## config.mk

```make
export PLATFORM = sky130hd
export DESIGN_NAME = sram_port_arbiter_flat
export DESIGN_NICKNAME = d
export VERILOG_FILES = /design/src/rtl/sram_arb_pkg.sv /design/src/rtl/sram_port_arbiter_if.sv /design/src/rtl/sram_arb_perf.sv /design/src/rtl/sram_port_arbiter.sv /design/src/flat_wrapper.sv
export SDC_FILE = /design/constraint.sdc
export NUM_CORES = 1
export LEC_CHECK = 0
export CORE_ASPECT_RATIO = 0.9
export CORE_MARGIN = 4
export CORE_UTILIZATION = 33
export CTS_BUF_LIST = sky130_fd_sc_hd__clkbuf_16
export DETAILED_ROUTE_END_ITERATION = 8
export GPL_ROUTABILITY_DRIVEN = 0
export PLACE_DENSITY = 0.84
export SLEW_MARGIN = 20
export SYNTH_ARGS = -nofsm -noshare
export SYNTH_HDL_FRONTEND = slang
export SYNTH_SLANG_ARGS = --single-unit
```

## constraint.sdc

```tcl
create_clock -name clk -period 2.48 [get_ports clk]
set_input_delay 0.496 -clock clk [delete_from_list [all_inputs] [get_ports clk]]
set_output_delay 0.496 -clock clk [all_outputs]
set_load 0.005 [all_outputs]
```

## src/rtl/sram_arb_pkg.sv

```systemverilog
// sram_arb_pkg: shared owner encoding and default widths for the SRAM port arbiter
package sram_arb_pkg;
   localparam int ADDR_W = 32;
   localparam int DATA_W = 32;
   typedef enum logic [1:0] {OWN_NONE = 2'd0, OWN_I = 2'd1, OWN_D = 2'd2} owner_t;
endpackage

```

## src/rtl/sram_port_arbiter_if.sv

```systemverilog
// sram_port_arbiter_if: fetch, data, SRAM and stall signals between pipeline, arbiter and SRAM
interface sram_port_arbiter_if #(
   parameter int ADDR_W = sram_arb_pkg::ADDR_W,
   parameter int DATA_W = sram_arb_pkg::DATA_W
);
   logic                  inst_req_en;
   logic [ADDR_W-1:0]     inst_req_addr;
   logic                  inst_flush;
   logic [DATA_W-1:0]     inst_rdata;
   logic                  inst_rvalid;
   logic                  data_req_en;
   logic [DATA_W/8-1:0]   data_we;
   logic [ADDR_W-1:0]     data_addr;
   logic [DATA_W-1:0]     data_wdata;
   logic [DATA_W-1:0]     data_rdata;
   logic                  data_rvalid;
   logic                  sram_en;
   logic [DATA_W/8-1:0]   sram_we;
   logic [ADDR_W-1:0]     sram_addr;
   logic [DATA_W-1:0]     sram_wdata;
   logic [DATA_W-1:0]     sram_rdata;
   logic                  stallreq_if;
   logic                  stallreq_mem;
   modport slave (
      input  inst_req_en, inst_req_addr, inst_flush,
      input  data_req_en, data_we, data_addr, data_wdata,
      input  sram_rdata,
      output inst_rdata, inst_rvalid, data_rdata, data_rvalid,
      output sram_en, sram_we, sram_addr, sram_wdata,
      output stallreq_if, stallreq_mem
   );
   modport master (
      output inst_req_en, inst_req_addr, inst_flush,
      output data_req_en, data_we, data_addr, data_wdata,
      output sram_rdata,
      input  inst_rdata, inst_rvalid, data_rdata, data_rvalid,
      input  sram_en, sram_we, sram_addr, sram_wdata,
      input  stallreq_if, stallreq_mem
   );
endinterface

```

## src/rtl/sram_arb_perf.sv

```systemverilog
// sram_arb_perf: saturating event counters for arbitration conflicts and per-stage stalls
module sram_arb_perf (
   input  logic        clk,
   input  logic        rst,
   input  logic        conflict_i,
   input  logic        if_stall_i,
   input  logic        mem_stall_i,
   output logic [31:0] perf_conflicts_o,
   output logic [31:0] perf_if_stalls_o,
   output logic [31:0] perf_mem_stalls_o
);
   logic [31:0] conflicts_q, if_stalls_q, mem_stalls_q;
   // count each event, sticking at all-ones
   always_ff @(posedge clk) begin
      if (rst) begin
         conflicts_q  <= '0;
         if_stalls_q  <= '0;
         mem_stalls_q <= '0;
      end else begin
         conflicts_q  <= conflicts_q + {31'd0, conflict_i & ~&conflicts_q};
         if_stalls_q  <= if_stalls_q + {31'd0, if_stall_i & ~&if_stalls_q};
         mem_stalls_q <= mem_stalls_q + {31'd0, mem_stall_i & ~&mem_stalls_q};
      end
   end
   assign perf_conflicts_o  = conflicts_q;
   assign perf_if_stalls_o  = if_stalls_q;
   assign perf_mem_stalls_o = mem_stalls_q;
endmodule

```

## src/rtl/sram_port_arbiter.sv

```systemverilog
// sram_port_arbiter: shares one single-port SRAM between fetch and data with bounded fetch starvation;
// optional perf counters under SRAM_ARB_PERF_EN
module sram_port_arbiter
   import sram_arb_pkg::*;
#(
   parameter int ADDR_W     = sram_arb_pkg::ADDR_W,
   parameter int DATA_W     = sram_arb_pkg::DATA_W,
   parameter int STARVE_MAX = 4
) (
   input  logic                clk,
   input  logic                rst,
   sram_port_arbiter_if.slave  bus
`ifdef SRAM_ARB_PERF_EN
   ,
   output logic [31:0]         perf_conflicts,
   output logic [31:0]         perf_if_stalls,
   output logic [31:0]         perf_mem_stalls
`endif
);
   logic              fetch_act, starve_full, grant_i, grant_d;
   logic [3:0]        starve_q, starve_d;
   owner_t            owner_q, owner_d;
   logic [DATA_W-1:0] inst_rdata_q, data_rdata_q;
   logic              inst_rvalid, data_rvalid;
   // pick one requester, drive the SRAM and compute next owner and starvation count
   always_comb begin
      fetch_act        = bus.inst_req_en & ~bus.inst_flush;
      starve_full      = starve_q == 4'(STARVE_MAX);
      grant_i          = fetch_act & (~bus.data_req_en | starve_full);
      grant_d          = bus.data_req_en & ~grant_i;
      bus.stallreq_if  = fetch_act & ~grant_i;
      bus.stallreq_mem = bus.data_req_en & ~grant_d;
      bus.sram_en      = grant_i | grant_d;
      bus.sram_we      = grant_d ? bus.data_we : '0;
      bus.sram_addr    = grant_i ? bus.inst_req_addr : grant_d ? bus.data_addr : '0;
      bus.sram_wdata   = grant_d ? bus.data_wdata : '0;
      starve_d         = bus.stallreq_if ? (starve_full ? starve_q : starve_q + 4'd1) : 4'd0;
      owner_d          = grant_i ? OWN_I : (grant_d && bus.data_we == '0) ? OWN_D : OWN_NONE;
   end
   // route last cycle's read data to its owner; a late flush kills the fetch return
   always_comb begin
      inst_rvalid     = ~rst & (owner_q == OWN_I) & ~bus.inst_flush;
      data_rvalid     = ~rst & (owner_q == OWN_D);
      bus.inst_rvalid = inst_rvalid;
      bus.data_rvalid = data_rvalid;
      bus.inst_rdata  = inst_rvalid ? bus.sram_rdata : inst_rdata_q;
      bus.data_rdata  = data_rvalid ? bus.sram_rdata : data_rdata_q;
   end
   // track read ownership, fetch starvation and the held return data
   always_ff @(posedge clk) begin
      if (rst) begin
         owner_q      <= OWN_NONE;
         starve_q     <= 4'd0;
         inst_rdata_q <= '0;
         data_rdata_q <= '0;
      end else begin
         owner_q      <= owner_d;
         starve_q     <= starve_d;
         inst_rdata_q <= bus.inst_rdata;
         data_rdata_q <= bus.data_rdata;
      end
   end
`ifdef SRAM_ARB_PERF_EN
   sram_arb_perf u_perf (
      .clk               (clk),
      .rst               (rst),
      .conflict_i        (fetch_act & bus.data_req_en),
      .if_stall_i        (bus.stallreq_if),
      .mem_stall_i       (bus.stallreq_mem),
      .perf_conflicts_o  (perf_conflicts),
      .perf_if_stalls_o  (perf_if_stalls),
      .perf_mem_stalls_o (perf_mem_stalls)
   );
`endif
endmodule

```

## src/flat_wrapper.sv

```systemverilog
// flat-port wrapper written by rule: the top's interface ports become plain ports
module sram_port_arbiter_flat import sram_arb_pkg::*;
#(
   parameter int ADDR_W     = sram_arb_pkg::ADDR_W,
   parameter int DATA_W     = sram_arb_pkg::DATA_W,
   parameter int STARVE_MAX = 4
)
  (clk, rst, bus_inst_req_en, bus_inst_req_addr, bus_inst_flush, bus_data_req_en, bus_data_we, bus_data_addr, bus_data_wdata, bus_sram_rdata, bus_inst_rdata, bus_inst_rvalid, bus_data_rdata, bus_data_rvalid, bus_sram_en, bus_sram_we, bus_sram_addr, bus_sram_wdata, bus_stallreq_if, bus_stallreq_mem);
  sram_port_arbiter_if #(.ADDR_W(ADDR_W), .DATA_W(DATA_W)) bus_i ();
  input  logic clk;
  input  logic rst;
  input wire logic [$bits(bus_i.inst_req_en)-1:0] bus_inst_req_en;
  input wire logic [$bits(bus_i.inst_req_addr)-1:0] bus_inst_req_addr;
  input wire logic [$bits(bus_i.inst_flush)-1:0] bus_inst_flush;
  input wire logic [$bits(bus_i.data_req_en)-1:0] bus_data_req_en;
  input wire logic [$bits(bus_i.data_we)-1:0] bus_data_we;
  input wire logic [$bits(bus_i.data_addr)-1:0] bus_data_addr;
  input wire logic [$bits(bus_i.data_wdata)-1:0] bus_data_wdata;
  input wire logic [$bits(bus_i.sram_rdata)-1:0] bus_sram_rdata;
  output wire logic [$bits(bus_i.inst_rdata)-1:0] bus_inst_rdata;
  output wire logic [$bits(bus_i.inst_rvalid)-1:0] bus_inst_rvalid;
  output wire logic [$bits(bus_i.data_rdata)-1:0] bus_data_rdata;
  output wire logic [$bits(bus_i.data_rvalid)-1:0] bus_data_rvalid;
  output wire logic [$bits(bus_i.sram_en)-1:0] bus_sram_en;
  output wire logic [$bits(bus_i.sram_we)-1:0] bus_sram_we;
  output wire logic [$bits(bus_i.sram_addr)-1:0] bus_sram_addr;
  output wire logic [$bits(bus_i.sram_wdata)-1:0] bus_sram_wdata;
  output wire logic [$bits(bus_i.stallreq_if)-1:0] bus_stallreq_if;
  output wire logic [$bits(bus_i.stallreq_mem)-1:0] bus_stallreq_mem;
  assign bus_i.inst_req_en = bus_inst_req_en;
  assign bus_i.inst_req_addr = bus_inst_req_addr;
  assign bus_i.inst_flush = bus_inst_flush;
  assign bus_i.data_req_en = bus_data_req_en;
  assign bus_i.data_we = bus_data_we;
  assign bus_i.data_addr = bus_data_addr;
  assign bus_i.data_wdata = bus_data_wdata;
  assign bus_i.sram_rdata = bus_sram_rdata;
  assign bus_inst_rdata = bus_i.inst_rdata;
  assign bus_inst_rvalid = bus_i.inst_rvalid;
  assign bus_data_rdata = bus_i.data_rdata;
  assign bus_data_rvalid = bus_i.data_rvalid;
  assign bus_sram_en = bus_i.sram_en;
  assign bus_sram_we = bus_i.sram_we;
  assign bus_sram_addr = bus_i.sram_addr;
  assign bus_sram_wdata = bus_i.sram_wdata;
  assign bus_stallreq_if = bus_i.stallreq_if;
  assign bus_stallreq_mem = bus_i.stallreq_mem;
  sram_port_arbiter #(.ADDR_W(ADDR_W), .DATA_W(DATA_W), .STARVE_MAX(STARVE_MAX)) u_core (.clk(clk), .rst(rst), .bus(bus_i));
endmodule
```

== Yosys cells after proc, flatten, opt, wreduce, memory -nomap -nowiden ==
Index checks and enable logic that the tools add are counted.
Widths: inputs -> output; s select.

* Register bits: 70
* Bits of input ports: 137
* Output and inout port bits: 137

* $add $sub $neg: 1
* Eq/ne operators: 3
* Mux-type cells: 8
* Bitwise gates (word level): 16
* Reductions and logical operators: 4

{| class="wikitable"
|+ Operator list
! operator !! count
|-
| $mux 32 || 5
|-
| $and 1x1->1 || 8
|-
| $not 1->1 || 6
|-
| $add 4x1->4 const B || 1
|-
| $eq 4x3->1 const B || 1
|-
| $logic_not 4->1 || 1
|-
| $mux 4 || 1
|-
| $reduce_or 2->1 || 2
|-
| $eq 2x1->1 const B || 1
|-
| $eq 2x2->1 const B || 1
|-
| $mux 2 || 1
|-
| $or 1x1->1 || 2
|-
| $logic_and 1x1->1 || 1
|-
| $mux 1 || 1
|}

== Logic depth before layout (Yosys ltp) ==
Gate-level depths: netlist (run 1).

* Word-level depth: 8
* Depth in mapped cells: 7
* Gate-level depth less buffers: 5

== Worst setup path after synthesis (run 1) ==
No wires, ideal clock.

* Path type: input to output
* From: in rst
* To: out bus_inst_rdata[12]
* Arrival time: 1.552 ns
* Required time: 1.984 ns
* Setup slack: 0.432 ns
* Stages on the path: 4
* Buffers on the path: 2
* Path through: buf_6 nor4b_4 buf_6 mux2_2

* Cells in the longest elaborated chain, start to end: 4

{| class="wikitable"
|+ RTL lines
! item !! line !! text
|-
| start: declaration || flat_wrapper.sv:11 || <nowiki>input logic rst;</nowiki>
|-
| $not 1->1 || sram_port_arbiter.sv:42 || <nowiki>inst_rvalid = ~rst & (owner_q == OWN_I) & ~bus.inst_flush;</nowiki>
|-
| $and 1x1->1 (2 in series) || sram_port_arbiter.sv:42 ||
|-
| $mux 32 || sram_port_arbiter.sv:46 || <nowiki>bus.inst_rdata = inst_rvalid ? bus.sram_rdata : inst_rdata_q;</nowiki>
|-
| end: declaration || flat_wrapper.sv:20 || <nowiki>output wire logic [$bits(bus_i.inst_rdata)-1:0] bus_inst_rdata;</nowiki>
|}

No other way between the ends.

== Worst setup path after layout (run 1) ==
* From: reg u_core.starve_q[1]
* To: out bus_sram_we[2]

* Cells in the longest elaborated chain, start to end: 6

{| class="wikitable"
|+ RTL lines
! item !! line !! text
|-
| start: declaration || sram_port_arbiter.sv:21 || <nowiki>logic [3:0] starve_q, starve_d;</nowiki>
|-
| start signal: assignment || sram_port_arbiter.sv:58 || <nowiki>starve_q <= starve_d;</nowiki>
|-
| $eq 4x3->1 || sram_port_arbiter.sv:28 || <nowiki>starve_full = starve_q == 4'(STARVE_MAX);</nowiki>
|-
| $or 1x1->1 || sram_port_arbiter.sv:29 || <nowiki>grant_i = fetch_act & (~bus.data_req_en | starve_full);</nowiki>
|-
| $and 1x1->1 || sram_port_arbiter.sv:29 ||
|-
| $not 1->1 || sram_port_arbiter.sv:30 || <nowiki>grant_d = bus.data_req_en & ~grant_i;</nowiki>
|-
| $and 1x1->1 || sram_port_arbiter.sv:30 ||
|-
| $mux 4 || sram_port_arbiter.sv:34 || <nowiki>bus.sram_we = grant_d ? bus.data_we : '0;</nowiki>
|-
| end: declaration || flat_wrapper.sv:25 || <nowiki>output wire logic [$bits(bus_i.sram_we)-1:0] bus_sram_we;</nowiki>
|}

No other way between the ends.

==> out/results.txt, run 1 <==
fillers = 794
Worst EP required = 1.98 ns
clk_skew = 0.00429 ns
Tmin final = 2.43 ns
worst-path fanout max = 9
max_slew headroom = 0.711
Final Core Density = 0.678
fin crit share = 0.978
slowest stage cell, crit path = dfxtp_2
Min-Delay Path Class = flop to flop
top cell type's share of synthesized area = 0.411
Main synth FF type = dfxtp_1
Root Buffer = clkbuf_16
initial core utilization = 0.346
dpl hpwl = 10500 um
diodes inserted = 0
Congestion Overflow GR = 0
Layout area overhead = 96.2%
clock sinks = 70
Psw = 601 uW
via/cell ratio = 4.72
DR WL/cell = 18.7 um
clock share of power = 0.390
final hold violation count = 0
I/O Buffers = 273
Post-Synthesis Net Count = 456
cells taking the most area after synthesis = dfxtp_1 41%, mux2_2 18%, a22o_1 8.2%
drt pass-1 iters = 4
CTS tree = built
Area after DPL = 0.00631 sq mm
DR iter-0 viols = 166
element type at the critical path end = output pin
final setup TNS = 0 ns
Avg Synthesized Cell Area = 10.8 sq um
layout cell share with drive strength beyond 1 = 0.347
commonest non-fill, non-tap cell in the layout = clkdlybuf4s50_1
CP Class = flop to output pin
biggest area consumer among synthesized cells = dfxtp_1
global-route wire length before repair = 21500 um
Total GRT Usage = 0.232
# rows = 34
initial antenna violation count = 0
Core Region = 0.00987 sq mm
die height = 104 um
die area = 0.0120 sq mm
VDD IR max = 0.000380 V
vias = 3556
DRT Wirelength = 14100 um
DRC Markers = 0
critical path, cell by cell = inv_2 -> ha_4 -> nand3b_1 -> o21a_4 -> buf_6 -> buf_16 -> and2_1 -> dlygate4sd2_1
EDFF count, synth = 0
IO Count = 274
Final ANT Viol Nets = 0
Slew @ Worst Pin = 0.434 ns
vias in the first global route = 3838
Max Transition Viols Final = 0
area of the mapped netlist = 0.00341 sq mm
Die X = 115 um
Logic pwr share = 0.196
ys async rst share = 0
reported leakage power = 0.00330 uW
Synth cell types = 29
Int Pwr = 2140 uW
most frequent cells in the layout = 136 x clkdlybuf4s50_1, 66 x dfxtp_1, 47 x mux2_2
status = complete, no violations
pin count of the biggest net entering global routing = 48
max capacitance violation total = 0
clock latency on the worst-skew pair = 0.32 ns
Layout Nets = 764
Yosys warning count = 0
register clock-pin slew on the reported worst setup and hold paths = 0.05 ns
Crit path arrival time = 1.93 ns
switching share of power = 0.219
Cells after Synth = 317
Synth Register Bits = 70
# setup viols final = 0
CTS Buffer Depth = 2
sequential fraction of the synthesis area = 0.411
total CTS buffers = 9
share of power burned in registers = 0.414
max incr delay on CP = 0.32 ns
htree depth = 3
Pwr Density = 410 mW/mm^2
Final Cell Area = 0.00669 sq mm
startpoint types = flop
fmax = 0.412 GHz
==> worst paths after layout <==
kind | from | to | slack (ns) | cells past startpoint
hold reg to reg | u_core.starve_q[0]$_SDFFE_PP0N_ | u_core.starve_q[0]$_SDFFE_PP0N_ | 0.54 | 2
hold / removal | u_core.starve_q[0]$_SDFFE_PP0N_ | u_core.starve_q[0]$_SDFFE_PP0N_ | 0.54 | 2
setup / recovery | u_core.starve_q[1]$_SDFFE_PP0N_ | bus_sram_we[2] | 0.05 | 8
setup reg to reg | u_core.owner_q[1]$_SDFF_PP0_ | u_core.inst_rdata_q[13]$_SDFF_PP0_ | 0.77 | 6
==> power by group through the flow <==
stage / clock network (uW) / registers [uW] / logic (uW)
floorplan: 0 / 1160 / 137
CTS: 1100 / 1140 / 551
detailed placement: 0 / 1160 / 557
global placement: 0 / 1160 / 548
global route: 1160 / 1130 / 571
finish: 1070 / 1140 / 538
==> layout make-up <==
type                            count  area (sq um)  share of cell area
Tap cell                          126           158              0.0236
Timing Repair Buffer              321          2940               0.439
Clock inverter                      5          21.3             0.00318
Inverter                            2          7.51             0.00112
Clock buffer                        9           225              0.0336
Sequential cell                    70          1410               0.210
Multi-Input combinational cell    221          1940               0.289
==> critical path, delay by kind of cell (launching register included) <==
family,cells,cell delay (ns)
DFF,1,0.32
AOI/OAI and AO/OA,1,0.28
buffers and inverters,4,0.58
adders and majority gates,1,0.13
and+or+nand+nor,2,0.30
==> layer usage <==
| metal | wire (um) | part of all wire | global-route usage |
|---|---|---|---|
| met2 | 7700 | 0.55 | 0.435 |
| met3 | 1240 | 0.088 | 0.0780 |
| met5 | 0 | 0 | 0 |
| met4 | 381 | 0.027 | 0.0847 |
| met1 | 4800 | 0.34 | 0.232 |
==> sequential cells by signal, indices dropped and copies added, names as in the netlist <==
name and cells:
u_core.owner_q 2, u_core.inst_rdata_q 32, u_core.starve_q 4, u_core.data_rdata_q 32
==> cell families (layout without fill, tap and decap cells) <==
group	count (synthesis)	count (layout)	share of synthesized area
XOR/XNOR	1	1	0.00257
flip-flops	70	70	0.411
buffers and inverters	26	337	0.0422
adder cells (fa/ha/maj)	2	2	0.00733
AO/OA/AOI/OAI	34	34	0.0858
AND/OR/NAND/NOR	119	119	0.235
multiplexers	65	65	0.216
==> per-stage QoR <==
step	power, uW	instances	setup slack [ns]	hold slack [ns]
global placement	1710	704	-0.453	0.546
finish	2740	754	0.0534	0.543
floorplan	1290	317	0.432	0.511
detailed placement	1720	704	-0.493	0.542
global route	2860	754	-0.0343	0.576
CTS	2790	750	-0.146	0.532
==> cell usage after synthesis (2+ instances only) <==
library cell,count
buf_2,4
and2_1,37
and2b_1,27
buf_6,4
ha_1,2
a22o_1,32
mux2_2,56
mux2_4,2
and4_1,3
mux2_1,6
nand2b_1,2
nor2b_1,38
buf_4,3
inv_1,2
dfxtp_1,70
nor2_1,4
clkbuf_1,13
==> timing repair <==
action,CTS,global route
pin swaps,3,6
gates resized for setup,326,78
setup endpoints to repair,135,85
hold buffers,0,0
gates cloned,8,0
buffers inserted,24,5
Note: power is estimated with default switching activity, not from simulation.
==> inputs of run 2 (changes only) <==
--- a/config.mk
+++ b/config.mk
@@ -5,13 +5,14 @@
 export SDC_FILE = /design/constraint.sdc
 export NUM_CORES = 1
 export LEC_CHECK = 0
+export ABC_CLOCK_PERIOD_IN_PS = 2480
 export CORE_ASPECT_RATIO = 0.9
 export CORE_MARGIN = 4
 export CORE_UTILIZATION = 33
 export CTS_BUF_LIST = sky130_fd_sc_hd__clkbuf_16
 export DETAILED_ROUTE_END_ITERATION = 8
 export GPL_ROUTABILITY_DRIVEN = 0
-export PLACE_DENSITY = 0.84
+export PLACE_DENSITY = 0.81
 export SLEW_MARGIN = 20
 export SYNTH_ARGS = -nofsm -noshare
 export SYNTH_HDL_FRONTEND = slang
==> run 2 against run 1 <==
Against the previous run: final cell count is 0.53% lower; global-route usage decreased by 0.77 points; register-to-register slack gained 0.03 ns; non-clock buffer count shrank 4; clock power about the same; first-iteration DRC count down 20%; clock skew down 0.0015 ns; largest cell class unchanged.
==> out/results.txt, run 2 (synthesis results as in run 1) <==
htree depth = 3
status = complete, no violations
worst-path fanout max = 6
# setup viols final = 0
Core Region = 0.00987 sq mm
Layout area overhead = 99.2%
Die X = 115 um
share of power burned in registers = 0.415
Total GRT Usage = 0.224
layout cell share with drive strength beyond 1 = 0.272
Root Buffer = clkbuf_16
IO Count = 274
max capacitance violation total = 0
register clock-pin slew on the reported worst setup and hold paths = 0.05 ns
hold slack = 0.549 ns
Min-Delay Path Class = flop to flop
RSZ-0062 raised after global routing = yes
WP buf/inv = 4
Congestion Overflow GR = 0
dpl hpwl = 10600 um
# rows = 34
drt pass-1 iters = 4
fmax = 0.408 GHz
initial antenna violation count = 0
DR iter-0 viols = 132
Int Pwr = 2140 uW
DR WL/cell = 18.8 um
clk_skew = 0.00280 ns
slowest stage cell, crit path = mux2_2
element type at the critical path end = output pin
fillers = 780
CTS Buffer Depth = 2
Top delay family on crit path = buffers and inverters
DRC Markers = 0
max incr delay on CP = 0.35 ns
vias in the first global route = 3730
CTS tree = built
Regs by FF count = u_core.data_rdata_q x32, u_core.inst_rdata_q x32, u_core.starve_q x4
most frequent cells in the layout = 135 x clkdlybuf4s50_1, 70 x dlygate4sd2_1, 67 x dfxtp_1
Max Transition Viols Final = 0
Layout Nets = 760
die height = 104 um
total CTS buffers = 9
fin crit share = 0.989
Pwr Density = 403 mW/mm^2
Worst EP required = 1.98 ns
clock share of power = 0.389
critical path, cell by cell = clkdlybuf4s15_2 -> nor4b_4 -> buf_6 -> buf_8 -> mux2_2 -> dlygate4sd2_1
via/cell ratio = 4.62
final hold violation count = 0
die area = 0.0120 sq mm
reported leakage power = 0.00329 uW
Multi-input gate area = 0.00194 sq mm
vias = 3467
commonest non-fill, non-tap cell in the layout = clkdlybuf4s50_1
initial core utilization = 0.346
clock sinks = 70
global-route wire length before repair = 20800 um
diodes inserted = 0
Final ANT Viol Nets = 0
VDD IR max = 0.000341 V
max_slew headroom = 0.598
FF/Latch Area = 0.00141 sq mm
Crit path arrival time = 1.96 ns
Final Core Density = 0.689
startpoint types = primary input
I/O Buffers = 273
Tmin final = 2.45 ns
Logic pwr share = 0.196
DRT Wirelength = 14100 um
pin count of the biggest net entering global routing = 67
switching share of power = 0.218
clock latency on the worst-skew pair = 0.32 ns
CP Class = primary input to output pin
Psw = 598 uW
Slew @ Worst Pin = 0.602 ns
==> run 2: cell types whose count changed in the layout (fill, tap and decap cells not counted), sizes merged, moves of 2 or more <==
| cell | before | now |
|---|---|---|
| clkbuf | 44 | 26 |
| dlymetal6s2s | 2 | 0 |
| dlygate4sd2 | 40 | 70 |
| bufbuf | 4 | 0 |
| buf | 92 | 68 |
| clkdlybuf4s15 | 12 | 27 |
==> run 2: path summary, 6_finish.rpt <==
| check | to | cells past startpoint | start | slack, ns |
|---|---|---|---|---|
| max reg2reg | u_core.inst_rdata_q[10]$_SDFF_PP0_ | 6 | u_core.owner_q[0]$_SDFF_PP0_ | 0.80 |
| min reg2reg | u_core.starve_q[3]$_SDFFE_PP0N_ | 2 | u_core.starve_q[3]$_SDFFE_PP0N_ | 0.55 |
| min | u_core.starve_q[3]$_SDFFE_PP0N_ | 2 | u_core.starve_q[3]$_SDFFE_PP0N_ | 0.55 |
| max | bus_inst_rdata[26] | 6 | bus_inst_flush | 0.03 |
==> run 2: final cells by class <==
type / count / share of cell area
Clock inverter: 5 / 0.00295
Multi-Input combinational cell: 221 / 0.286
Timing Repair Buffer: 317 / 0.447
Tap cell: 126 / 0.0232
Clock buffer: 9 / 0.0331
Sequential cell: 70 / 0.207
Inverter: 2 / 0.00110
==> run 2: worst reg2reg max path: cells and delay by family, from the launching register on <==
family                 cells  cell delay [ns]
buffers and inverters      3             0.44
and+or+nand+nor            2             0.42
muxes                      1             0.34
DFF                        1             0.38
==> run 2: metal layers <==
layer  global-route usage  part of all wire
met1                0.220              0.33
met2                0.426              0.55
met3               0.0698             0.082
met4               0.0897             0.034
met5                    0                 0
==> run 2: power by group through the flow <==
stage          sequential (uW)  combinational, uW  clock, uW
5_1_grt                   1130                570       1130
3_5_place_dp              1160                559          0
2_1_floorplan             1160                137          0
4_1_cts                   1140                543       1090
6_report                  1140                537       1070
3_3_place_gp              1160                551          0
==> run 2: per-stage QoR <==
stage | cell area (sq um) | TNS (ns) | setup WS (ns) | cells | total power, uW
after floorplan | 3410 | 0 | 0.432 | 317 | 1290
after global placement | 6310 | -33.19 | -0.452 | 705 | 1710
after detailed placement | 6310 | -33.88 | -0.457 | 705 | 1720
after CTS | 6790 | -0.223 | -0.0301 | 748 | 2770
after global routing | 6800 | -0.0809 | -0.0155 | 750 | 2830
final | 6800 | 0 | 0.0278 | 750 | 2740
==> run 2: timing repair <==
item / CTS / global route
gates resized for setup: 247 / 67
pin swaps: 21 / 5
hold buffers: 0 / 0
gates cloned: 8 / 1
endpoints found under the setup margin: 134 / 49
buffers inserted: 22 / 2
